### src/rtl/arb_pkg.sv
// Shared encodings for the two-port memory arbiter.
// Holds the memory command codes, the arbiter FSM states and the requester count.
package arb_pkg;

    localparam int NUM_PORTS = 2;

    localparam logic [1:0] RW_IDLE  = 2'b00;
    localparam logic [1:0] RW_READ  = 2'b01;
    localparam logic [1:0] RW_WRITE = 2'b10;

    typedef enum logic [1:0] {
        ST_IDLE  = 2'b00,
        ST_ISSUE = 2'b01,
        ST_WAIT  = 2'b10,
        ST_ACK   = 2'b11
    } state_e;

    function automatic logic rw_legal(input logic [1:0] rw);
        return (rw == RW_READ) || (rw == RW_WRITE);
    endfunction

endpackage

### src/rtl/arb_rr_pick.sv
// Two-way round-robin pick: combinational, zero latency.
// With both requests high the pointer's requester wins; no state held here.
module arb_rr_pick
    import arb_pkg::*;
(
    input  logic                 i_req0,
    input  logic                 i_req1,
    input  logic                 i_ptr,
    output logic [NUM_PORTS-1:0] o_gnt
);

    assign o_gnt[0] = i_req0 & (~i_req1 | ~i_ptr);
    assign o_gnt[1] = i_req1 & (~i_req0 |  i_ptr);

endmodule

### src/rtl/mem_arbiter.sv
// Two-port round-robin memory arbiter, one transaction in flight; REQ to ACK in 3 cycles minimum.
// Requesters hold REQ until their ACK pulse; memory stalls via MEMRDY, bounded by TIMEOUT.
module mem_arbiter
    import arb_pkg::*;
#(
    parameter int DATA_WIDTH = 24,
    parameter int ADDR_WIDTH = 32,
    parameter int TIMEOUT    = 1023
) (
    input  logic                  Arb_CLK,
    input  logic                  Arb_RST,
    input  logic                  Arb_REQ0,
    input  logic                  Arb_REQ1,
    input  logic [1:0]            Arb_RW0,
    input  logic [1:0]            Arb_RW1,
    input  logic [ADDR_WIDTH-1:0] Arb_ADDR0,
    input  logic [ADDR_WIDTH-1:0] Arb_ADDR1,
    input  logic [DATA_WIDTH-1:0] Arb_WDATA0,
    input  logic [DATA_WIDTH-1:0] Arb_WDATA1,
    output logic                  Arb_ACK0,
    output logic                  Arb_ACK1,
    output logic [DATA_WIDTH-1:0] Arb_RDATA0,
    output logic [DATA_WIDTH-1:0] Arb_RDATA1,
    output logic [1:0]            Arb_MEMRW,
    output logic [ADDR_WIDTH-1:0] Arb_MEMADDR,
    output logic [DATA_WIDTH-1:0] Arb_MEMIDR,
    input  logic [DATA_WIDTH-1:0] Arb_MEMODR,
    input  logic                  Arb_MEMRDY,
    output logic                  Arb_ERR
);

    // Counter only has to reach TIMEOUT-1: WAIT cycles are numbered 0..TIMEOUT-1.
    localparam int              CW       = (TIMEOUT > 1) ? $clog2(TIMEOUT) : 1;
    localparam logic [CW-1:0]   CNT_LAST = CW'(TIMEOUT - 1);

    state_e                  r_state;
    state_e                  w_next;
    logic                    r_ptr;
    logic                    r_win;
    logic [1:0]              r_rw;
    logic [ADDR_WIDTH-1:0]   r_addr;
    logic [DATA_WIDTH-1:0]   r_wdata;
    logic [CW-1:0]           r_cnt;
    logic [DATA_WIDTH-1:0]   r_rdata0;
    logic [DATA_WIDTH-1:0]   r_rdata1;
    logic                    r_err;

    logic [NUM_PORTS-1:0]    w_gnt;
    logic                    w_any;
    logic                    w_sel;
    logic                    w_legal;
    logic                    w_timeout;

    arb_rr_pick u_pick (
        .i_req0 (Arb_REQ0),
        .i_req1 (Arb_REQ1),
        .i_ptr  (r_ptr),
        .o_gnt  (w_gnt)
    );

    assign w_any     = |w_gnt;
    assign w_sel     = w_gnt[1];
    assign w_legal   = rw_legal(r_rw);
    assign w_timeout = !Arb_MEMRDY && (r_cnt == CNT_LAST);

    always_ff @(posedge Arb_CLK or negedge Arb_RST) begin
        if (!Arb_RST) begin
            r_state <= ST_IDLE;
        end else begin
            r_state <= w_next;
        end
    end

    always_comb begin
        w_next = r_state;
        case (r_state)
            ST_IDLE:  if (w_any) w_next = ST_ISSUE;
            ST_ISSUE: w_next = w_legal ? ST_WAIT : ST_ACK;
            ST_WAIT:  if (Arb_MEMRDY || w_timeout) w_next = ST_ACK;
            ST_ACK:   w_next = ST_IDLE;
            default:  w_next = ST_IDLE;
        endcase
    end

    always_ff @(posedge Arb_CLK or negedge Arb_RST) begin
        if (!Arb_RST) begin
            r_ptr    <= 1'b0;
            r_win    <= 1'b0;
            r_rw     <= RW_IDLE;
            r_addr   <= '0;
            r_wdata  <= '0;
            r_cnt    <= '0;
            r_rdata0 <= '0;
            r_rdata1 <= '0;
            r_err    <= 1'b0;
        end else begin
            case (r_state)
                ST_IDLE: begin
                    if (w_any) begin
                        r_win   <= w_sel;
                        r_ptr   <= ~w_sel;
                        r_rw    <= w_sel ? Arb_RW1    : Arb_RW0;
                        r_addr  <= w_sel ? Arb_ADDR1  : Arb_ADDR0;
                        r_wdata <= w_sel ? Arb_WDATA1 : Arb_WDATA0;
                    end
                end
                ST_ISSUE: begin
                    r_cnt <= '0;
                    if (!w_legal) r_err <= 1'b1;
                end
                ST_WAIT: begin
                    if (Arb_MEMRDY) begin
                        if (r_rw == RW_READ) begin
                            if (r_win) r_rdata1 <= Arb_MEMODR;
                            else       r_rdata0 <= Arb_MEMODR;
                        end
                    end else if (w_timeout) begin
                        // Abandoned transaction returns zero so stale data is never mistaken for a result.
                        if (r_win) r_rdata1 <= '0;
                        else       r_rdata0 <= '0;
                        r_err <= 1'b1;
                    end else begin
                        r_cnt <= r_cnt + 1'b1;
                    end
                end
                default: ;
            endcase
        end
    end

    assign Arb_MEMRW   = ((r_state == ST_ISSUE || r_state == ST_WAIT) && w_legal) ? r_rw : RW_IDLE;
    assign Arb_MEMADDR = r_addr;
    assign Arb_MEMIDR  = r_wdata;
    assign Arb_ACK0    = (r_state == ST_ACK) && !r_win;
    assign Arb_ACK1    = (r_state == ST_ACK) &&  r_win;
    assign Arb_RDATA0  = r_rdata0;
    assign Arb_RDATA1  = r_rdata1;
    assign Arb_ERR     = r_err;

endmodule

### config.mk
export PLATFORM = sky130hd
export DESIGN_NAME = mem_arbiter
export DESIGN_NICKNAME = d
export VERILOG_FILES = /design/src/rtl/arb_pkg.sv /design/src/rtl/arb_rr_pick.sv /design/src/rtl/mem_arbiter.sv
export SDC_FILE = /design/constraint.sdc
export NUM_CORES = 1
export LEC_CHECK = 0
export CAP_MARGIN = 10
export CORE_MARGIN = 1.5
export CORE_UTILIZATION = 38
export DETAILED_ROUTE_END_ITERATION = 12
export GPL_TIMING_DRIVEN = 0
export PLACE_DENSITY_LB_ADDON = 0.25
export SETUP_SLACK_MARGIN = 0.5
export SYNTH_ARGS = -nofsm -noshare
export SYNTH_HDL_FRONTEND = slang
export SYNTH_SLANG_ARGS = --single-unit
export TNS_END_PERCENT = 20
### constraint.sdc
create_clock -name Arb_CLK -period 3.02 [get_ports Arb_CLK]
set_clock_uncertainty 0.2 [all_clocks]
set_input_delay 0.755 -clock Arb_CLK [delete_from_list [all_inputs] [get_ports Arb_CLK]]
set_output_delay 0.755 -clock Arb_CLK [all_outputs]
set_load 0.005 [all_outputs]
# Yosys cells after proc, flatten, opt, wreduce, memory -nomap -nowiden
# Cells that the tools add are included.
totals:
  wordCells: 77
  ff_bits: 121
  inputBits: 145
  output_inout_bits: 109
classes:
  mux: 25
  n_eq_ne: 13
  bitwise: 9
  n_reduce_logical: 19
  addsub: 1
op_table:
  columns: ["cell", "n"]
  rows:
  - ["$mux 24", 11]
  - ["$mux 32", 1]
  - ["$mux 10", 2]
  - ["$pmux 10 s2", 1]
  - ["$ne 2x2->1 const B", 6]
  - ["$reduce_and 4->1", 3]
  - ["$add 10x1->10 const B", 1]
  - ["$eq 10x10->1 const B", 1]
  - ["$mux 2", 4]
  - ["$pmux 2 s4", 1]
  - ["$eq 2x2->1 const B", 3]
  - ["$not 1->1", 5]
  - ["$eq 2x1->1 const B", 2]
  - ["$logic_and 1x1->1", 4]
  - ["$mux 1", 4]
  - ["$reduce_and 2->1", 2]
  - ["$reduce_bool 2->1", 2]
  - ["$logic_or 1x1->1", 3]
  - ["$reduce_and 3->1", 1]
  - ["$and 1x1->1", 2]
  - ["$logic_not 1->1", 2]
  - ["$logic_not 2->1", 1]
  - ["$ne 2x1->1 const B", 1]
  - ["$or 1x1->1", 2]
  - ["2 further kinds", 2]

# Longest topological paths before layout
# Gate-level depths: netlist of run 1.
depth:
  depth_word: 6
  ltp_mapped: 8
  mapped_depth_nobuf: 6

# Modules after synthesis
# A second synthesis of run 1 with hierarchy kept.
hier_totals:
  cells_unflattened: 485
  hier_area_um2: 5646.7
modules_own_cells:
  columns: ["mod", "area_per_inst_um2", "seq_area_each_um2", "instances", "cells_each"]
  rows:
  - ["mem_arbiter", 5627.9, 3027.9, 1, 482]
  - ["arb_rr_pick", 18.8, 0.0, 1, 3]

# Worst setup path before layout of run 1
# OpenSTA, ideal clock, no wires.
synth_path:
  path_type: "input-to-reg"
  start: "input Arb_MEMRDY"
  end: "register r_rdata1[13] (netlist: Arb_RDATA1[13])"
  arrival_time_ns: 1.957
  setup_ns: 0.125
  path_stages: 5
  path_buffers: 2
  setup_slack_ns: 0.738
  required_time_ns: 2.695
  path_cell_list: "clkbuf_1 nand2b_1 o31ai_4 buf_6 mux2_2"
synth_via:
  elab_chain_len: 4
  elab_cells_between_ends: 6
  classes_between: "eq/ne (1); mux (1); reduce/logical (4)"
synth_lines:
  columns: ["element", "line_no", "rtl"]
  rows:
  - ["from (decl)", "mem_arbiter.sv:28", "input logic Arb_MEMRDY,"]
  - ["$logic_not 1->1", "mem_arbiter.sv:64", "assign w_timeout = !Arb_MEMRDY && (r_cnt == CNT_LAST);"]
  - ["$logic_and 1x1->1", "mem_arbiter.sv:64", null]
  - ["$reduce_bool 2->1 (no source line)", null, null]
  - ["$reduce_and 4->1 (no source line)", null, null]
  - ["to (signal assigned)", "mem_arbiter.sv:114", "if (r_win) r_rdata1 <= Arb_MEMODR;"]
  - ["to (decl)", "mem_arbiter.sv:45", "logic [DATA_WIDTH-1:0] r_rdata1;"]
# Parallel ways exist; a longest one is shown, timed or not.
# A chain may end at the register's enable or synchronous reset.

# Worst setup path in the final report of run 1
layout_path:
  start: "register r_state[0]"
  end: "output Arb_MEMRW[1]"
layout_via:
  elab_chain_len: 4
  elab_cells_between_ends: 5
  classes_between: "eq/ne (2); mux (1); reduce/logical (2)"
layout_lines:
  columns: ["element", "line_no", "rtl"]
  rows:
  - ["from (decl)", "mem_arbiter.sv:36", "state_e r_state;"]
  - ["from (signal assigned)", "mem_arbiter.sv:70", "r_state <= w_next;"]
  - ["$eq 2x1->1 / $eq 2x2->1 (equally long branches)", "mem_arbiter.sv:131", "assign Arb_MEMRW = ((r_state == ST_ISSUE || r_state == ST_WAIT) && w_legal) ? r_rw : RW_IDLE;"]
  - ["$logic_or 1x1->1 (*)", "mem_arbiter.sv:131", null]
  - ["$logic_and 1x1->1 (*)", "mem_arbiter.sv:131", null]
  - ["$mux 2 (*)", "mem_arbiter.sv:131", null]
  - ["to (decl)", "mem_arbiter.sv:24", "output logic [1:0] Arb_MEMRW,"]
# Mark *: on every way between the ends. The rest lies on a longest branch, timed or not.

==> results of run 1 <==
per-layer routing:
layer / global-route usage [%] / wire [µm] / vias to the layer above
met1: 26.6 / 6360 / 2331
li1: - / - / 2140
met5: 0 / 0 / -
met3: 8.38 / 1420 / 28
met2: 39.4 / 8370 / 219
met4: 9.71 / 435 / 0
flip-flops by register name, summed over array words and instances, names as in the netlist:
register,count
Arb_MEMADDR,32
Arb_MEMIDR,24
Arb_RDATA0,24
Arb_RDATA1,24
r_cnt,10
r_rw,2
r_state,2
Arb_ERR,1
r_ptr,1
r_win,1
synthesized netlist by cell type (2+ instances only):
library cell,instances
ha_1,8
nor2_1,4
a21oi_1,11
o21ai_0,5
and4_4,2
nor3_1,3
nand2_1,8
buf_6,3
dfrtp_1,121
clkbuf_1,23
nand2b_1,4
a222oi_1,58
nand3_1,7
mux2_2,28
and3_1,2
a31oi_1,3
a211o_1,2
inv_1,65
nand4_1,5
a31o_2,2
buf_12,2
mux2i_1,2
nor2b_1,2
mux2_4,20
and2_1,25
final timing paths:
check / startpoint / endpoint / depth (start not counted)
worst max-delay path: r_state[0]$_DFFE_PN0P_ / Arb_MEMRW[1] / 5
worst min-delay path: Arb_RST / Arb_RDATA1[0]$_DFFE_PN0P_ / 1
worst max register to register: r_state[0]$_DFFE_PN0P_ / Arb_MEMADDR[17]$_DFFE_PN0P_ / 9
worst min register to register: Arb_ERR$_DFFE_PN0P_ / Arb_ERR$_DFFE_PN0P_ / 1
max in group asynchronous: Arb_RST / Arb_MEMIDR[8]$_DFFE_PN0P_ / 2
min in group Arb_CLK: Arb_ERR$_DFFE_PN0P_ / Arb_ERR$_DFFE_PN0P_ / 1
what timing repair did:
action / CTS / global route
gates resized for setup: 15 / 4
buffers inserted: 6 / 1
pin swaps: 0 / 1
setup endpoints to repair: 24 / 42
endpoints found under the hold margin: 0 / 0
hold buffers: 0 / 0
final cells by class:
type                       instances  area share [%]
sequential                       121            34.3
timing repair buffer             260            29.4
multi-input combinational        212            22.1
clock buffer                      18            4.98
inverter                          65            2.79
tap                              180            2.55
buffer                            29            1.96
clock inverter                    13            1.91
stage by stage:
stage | TNS, ns | hold WS, ns | cells | util, % | setup slack, ns
2_1_floorplan | 0 | 0.259 | 427 | - | 0.738
3_3_place_gp | -461.64 | 0.257 | 859 | 58.6 | -3.81
4_1_cts | 0 | 0.130 | 897 | 63.7 | 0.328
5_1_grt | 0 | 0.154 | 898 | 63.8 | 0.375
6_report | 0 | 0.104 | 898 | 63.8 | 0.439
3_5_place_dp | -1.51 | 0.259 | 860 | 58.8 | -0.158
report_power, final:
part / switching, mW / internal [mW]
clock network: 0.773 / 1.32
logic: 1.26 / 2.06
registers: 0.405 / 2.29
worst max-delay path, stage by stage (launching register included):
cell           delay, ns
dfrtp_1             0.34
buf_4               0.12
inv_4               0.04
ha_4                0.27
nor3b_1             0.17
dlygate4sd2_1       0.27
cells by family (layout without fill, tap and decap cells):
kind of cell             Yosys count  count (layout)
AO/OA/AOI/OAI                     86              86
adder cells (fa/ha/maj)            8               8
buffers and inverters             94             385
flip-flops                       121             121
multiplexers                      51              51
AND/OR/NAND/NOR                   67              67
==> run_results.csv, run 1 <==
group,metric,value,unit
outcome,status,"completed",
logic_synthesis,postSynth.asyncResetShare,100,%
grt,grt_use_total,23.3,%
logic_synthesis,synthAdderAreaFrac,1.87,%
layout,layout_commonest_cell,"clkdlybuf4s50_1",
routing,drt-vias-per-instance,5.25,
timing,fin_crit,2.58,ns
logic_synthesis,synth.top_cell.area_share,56.5,%
logic_synthesis,synthMuxAreaShare,12.1,%
timing,rsz0062_at_grt,"true",
power,p_leak,4.12,nW
logic_synthesis,total_of_flip_flops_plus_latches_after_synthesis,121,
cts,clk_path_buf_depth,2,
timing,max_slew.worst_pin.slew,0.593,ns
routing,drt-total-wl,16.6,mm
layout,fillCellCount,1070,
logic_synthesis,synth-xor-area-share,0,%
cts,tritoncts.num_buffers,17,
timing,setup_violations,0,
flow_run,cap_viol_max_count,0,
cts,worst_skew_pair.late_latency,0.41,ns
floorplan,pin_count,254,
setup_path,r2r_setup_slack,0.68,ns
logic_synthesis,number_of_cells_produced_by_synthesis,427,
layout,area_growth_syn_to_layout,64.8,%
grt,first_global_vias,5041,
setup_path,timing.critical_path.required,2.06,ns
floorplan,placeableCoreArea,13800,µm²
cts,tritoncts,"built",
setup_path,worst_setup_path_end_kind,"output pin",
layout,final_net_count,859,
grt,grt_max_degree,64,
logic_synthesis,dominantRegCellSynth,"dfrtp_1",
logic_synthesis,synth_area_per_cell,12.5,µm²
layout,area.sequential,3030,µm²
cts,numClockSinks,121,
logic_synthesis,synth-warning-count,0,
cts,worst_setup_hold_path_clk_slew,0.06,ns
cts,clock_tree.htree_level_count,4,
routing,detailed_route_drc_error_count,0,
floorplan,die_h,122,µm
logic_synthesis,synth.yosys.seq_area_share,56.5,%
routing,route.vias.total,4718,
timing,post_route_clock_period_utilization,85.5,%
timing,slew_headroom,60.5,%
layout,drive_above_1_share,15.5,%
layout,multi_input_comb_area,1950,µm²
setup_path,path_max_fanout,4,
grt,grt_pass1_wl,26.1,mm
routing,firstDrtPassIters,8,
placement,io_buffers,252,
power,vdd_drop_max,0.566,mV
timing,max_clock_freq,0.387,GHz
timing,finalMaxSlewViolations,0,
power,pwr_cell_area,919,nW/µm²
logic_synthesis,synth_top_cells_by_area,"dfrtp_1 (57%), a222oi_1 (11%), mux2_2 (5.9%), mux2_4 (5.6%), inv_1 (4.6%)",
logic_synthesis,post_synth_edffs,0,
setup_path,critPathLaunchType,"register",
worst_hold_path,path_category_of_the_worst_min_delay_check,"in2async",
floorplan,die_area,14800,µm²
layout,antenna-diode-count,0,
floorplan,row_count,43,
logic_synthesis,simple_gate_portion_of_the_synthesized_area,7.57,%
timing,number_of_hold_slack_violations_in_the_final_timing_report,0,
logic_synthesis,synth_largest_area_cell,"dfrtp_1",
logic_synthesis,synthesis.nets,580,
grt,antenna_violations_before_repair,0,
routing,wl_per_cell,18.5,µm
layout,final_design_area_no_fill,8830,µm²
logic_synthesis,synth_top_family_by_area,"compound AO/OA/AOI/OAI gates",
layout,mostFrequentLayoutCells,"clkdlybuf4s50_1 (247), dfrtp_1 (121), inv_1 (63)",
floorplan,floorplan.initialDensity,38.7,%
logic_synthesis,synth_area,5360,µm²
logic_synthesis,synthDistinctLibCells,37,
setup_path,critical_path_class,"reg2out",
power,totalPowerFinal,8.11,mW
placement,place_area,8130,µm²
routing,number_of_design_rule_violations_left_by_the_first_detailed_router_iteration,442,
placement,gp_congestion,0.832,
cts,ctsRootBufferMaster,"clkbuf_16",
setup_path,worst-endpoint-arrival,1.63,ns
placement,dpl.hpwl,12.2,mm
grt,grt-ovfl-total,0,
logic_synthesis,synth_compound_gate_area_share,14.3,%
floorplan,die_width,122,µm
routing,postRouteAntennaNets,0,
No activity file was read; power rests on OpenSTA's default activity.
==> run 2: changes to the inputs <==
Settings changed: GPL_TIMING_DRIVEN 0 to not set, MAX_ROUTING_LAYER set to met4.
Clock period 3.02 ns to 3.2 ns, I/O delays scaled along.
==> run 2 against run 1 <==
Register-to-register slack improved by 0.10 ns. Critical path depth is 1 lower. Core utilization is 0.43 points lower. Sequential share of layout area rose by 0.24 points. Final cell count shrank 2.6%. Clock power shrank 8%. Global-route usage shrank 0.22 points. Cell area decreased by 0.68%. Sequential power decreased by 5%. Total power down 6.2%. Highest routed layer unchanged.
==> run_results.csv, run 2 (synthesis results as in run 1) <==
group,metric,value,unit
timing,rsz0062_at_grt,"true",
timing,setup_violations,0,
routing,drt-total-wl,16.1,mm
power,vdd_drop_max,0.434,mV
routing,firstDrtPassIters,10,
timing,max_slew.worst_pin.slew,0.817,ns
setup_path,launch_instance_of_the_worst_register_to_register_path,"r_cnt[0]$_DFFE_PN0P_",
floorplan,die_area,14800,µm²
floorplan,pin_count,254,
timing,fin_crit,2.73,ns
floorplan,die_width,122,µm
worst_hold_path,path_category_of_the_worst_min_delay_check,"in2async",
routing,number_of_design_rule_violations_left_by_the_first_detailed_router_iteration,460,
floorplan,die_h,122,µm
setup_path,critPathLaunchType,"register",
grt,grt_pass1_wl,25.2,mm
timing,number_of_hold_slack_violations_in_the_final_timing_report,0,
placement,gp_congestion,0.794,
outcome,status,"completed",
placement,place_area,8120,µm²
layout,largest_register_ffs,32,
placement,dp_cells,841,
cts,numClockSinks,121,
setup_path,r2r_setup_slack,0.78,ns
layout,drive_above_1_share,15.5,%
cts,hold_buffers,0,
cts,clock_tree.htree_level_count,4,
layout,layout_commonest_cell,"clkdlybuf4s50_1",
grt,grt_max_degree,50,
layout,post_layout_nonfiller_instances,875,
timing,max_clock_freq,0.366,GHz
grt,grt_use_total,23.0,%
setup_path,worst-endpoint-arrival,1.73,ns
power,pwr_cell_area,869,nW/µm²
grt,antenna_violations_before_repair,0,
layout,final_design_area_no_fill,8770,µm²
routing,postRouteAntennaNets,0,
cts,worst_skew_pair.late_latency,0.41,ns
cts,tritoncts.num_buffers,17,
cts,ctsRootBufferMaster,"clkbuf_16",
timing,slew_headroom,45.5,%
layout,final_net_count,836,
cts,tritoncts,"built",
setup_path,worst_setup_path_end_kind,"output pin",
timing,finalMaxSlewViolations,0,
power,totalPowerFinal,7.61,mW
routing,wl_per_cell,18.4,µm
routing,drt-vias-per-instance,5.27,
setup_path,critical_path.reg2reg.endpoint,"Arb_RDATA0[22]$_DFFE_PN0P_",
timing,post_route_clock_period_utilization,85.4,%
timing,finalSetupTns,0,ns
layout,mostFrequentLayoutCells,"clkdlybuf4s50_1 (250), dfrtp_1 (121), inv_1 (63)",
setup_path,timing.critical_path.required,2.20,ns
grt,first_global_vias,4980,
placement,dpl.hpwl,11.6,mm
flow_run,cap_viol_max_count,0,
floorplan,floorplan.initialDensity,38.7,%
floorplan,row_count,43,
routing,detailed_route_drc_error_count,0,
grt,grt-ovfl-total,0,
setup_path,path_max_fanout,3,
setup_path,worst_r2r_path_depth,6,
routing,route.vias.total,4608,
floorplan,placeableCoreArea,13800,µm²
layout,final_core_util,63.4,%
placement,io_buffers,253,
cts,clk_path_buf_depth,2,
cts,worst_setup_hold_path_clk_slew,0.05,ns
power,p_leak,4.08,nW
layout,antenna-diode-count,0,
setup_path,critical_path_class,"reg2out",
layout,area_growth_syn_to_layout,63.7,%
-- run 2: worst max path at each step --
stage | from | endpoint | cells after the start
final | r_state[0]$_DFFE_PN0P_ | Arb_ACK1 | 4
after global routing | r_state[0]$_DFFE_PN0P_ | Arb_ACK1 | 4
after CTS | r_rw[1]$_DFFE_PN0P_ | Arb_MEMRW[0] | 4
after detailed placement | Arb_MEMRDY | Arb_RDATA0[22]$_DFFE_PN0P_ | 4
after global placement | Arb_MEMRDY | Arb_RDATA0[23]$_DFFE_PN0P_ | 4
after floorplan | Arb_MEMRDY | Arb_RDATA1[13]$_DFFE_PN0P_ | 5
-- run 2: routing by layer --
layer | track usage, % | wire length (µm) | vias up | part of all wire [%]
li1 | - | - | 2085 | -
met1 | 26.7 | 6400 | 2251 | 40
met2 | 37.1 | 7930 | 232 | 49
met3 | 6.69 | 1240 | 40 | 7.7
met4 | 10.6 | 545 | 0 | 3.4
met5 | - | 0 | - | 0
-- run 2: where the power goes --
part	total (mW)	switching (mW)	internal [mW]
sequential	2.57	0.407	2.16
clock	1.93	0.710	1.22
combinational	3.11	1.17	1.95
-- run 2: worst max-delay path, cell delays in order (launching register included) --
cell and delay, ns:
dfrtp_1 0.40, buf_4 0.16, ha_1 0.19, and2_1 0.13
clkdlybuf4s50_1 0.45
-- run 2: through the flow --
step | hold WS, ns | setup slack (ns)
floorplan | 0.259 | 0.873
global placement | 0.265 | 0.302
detailed placement | 0.270 | 0.233
CTS | 0.180 | 0.272
global route | 0.209 | 0.419
finish | 0.177 | 0.467
-- run 2: layout make-up --
cell class,instances,area [µm²]
clock inverter,14,173
inverter,65,244
timing repair buffer,266,2690
sequential,121,3030
multi-input combinational,212,1980
fill,1076,5060
clock buffer,17,425
tap,180,225
-- run 2: repair_timing --
action / in CTS / in global routing
setup buffers: 2 / 1
setup endpoints to repair: 2 / 4
pin swaps: 0 / 0
resized for setup: 2 / 4
gates cloned: 0 / 0
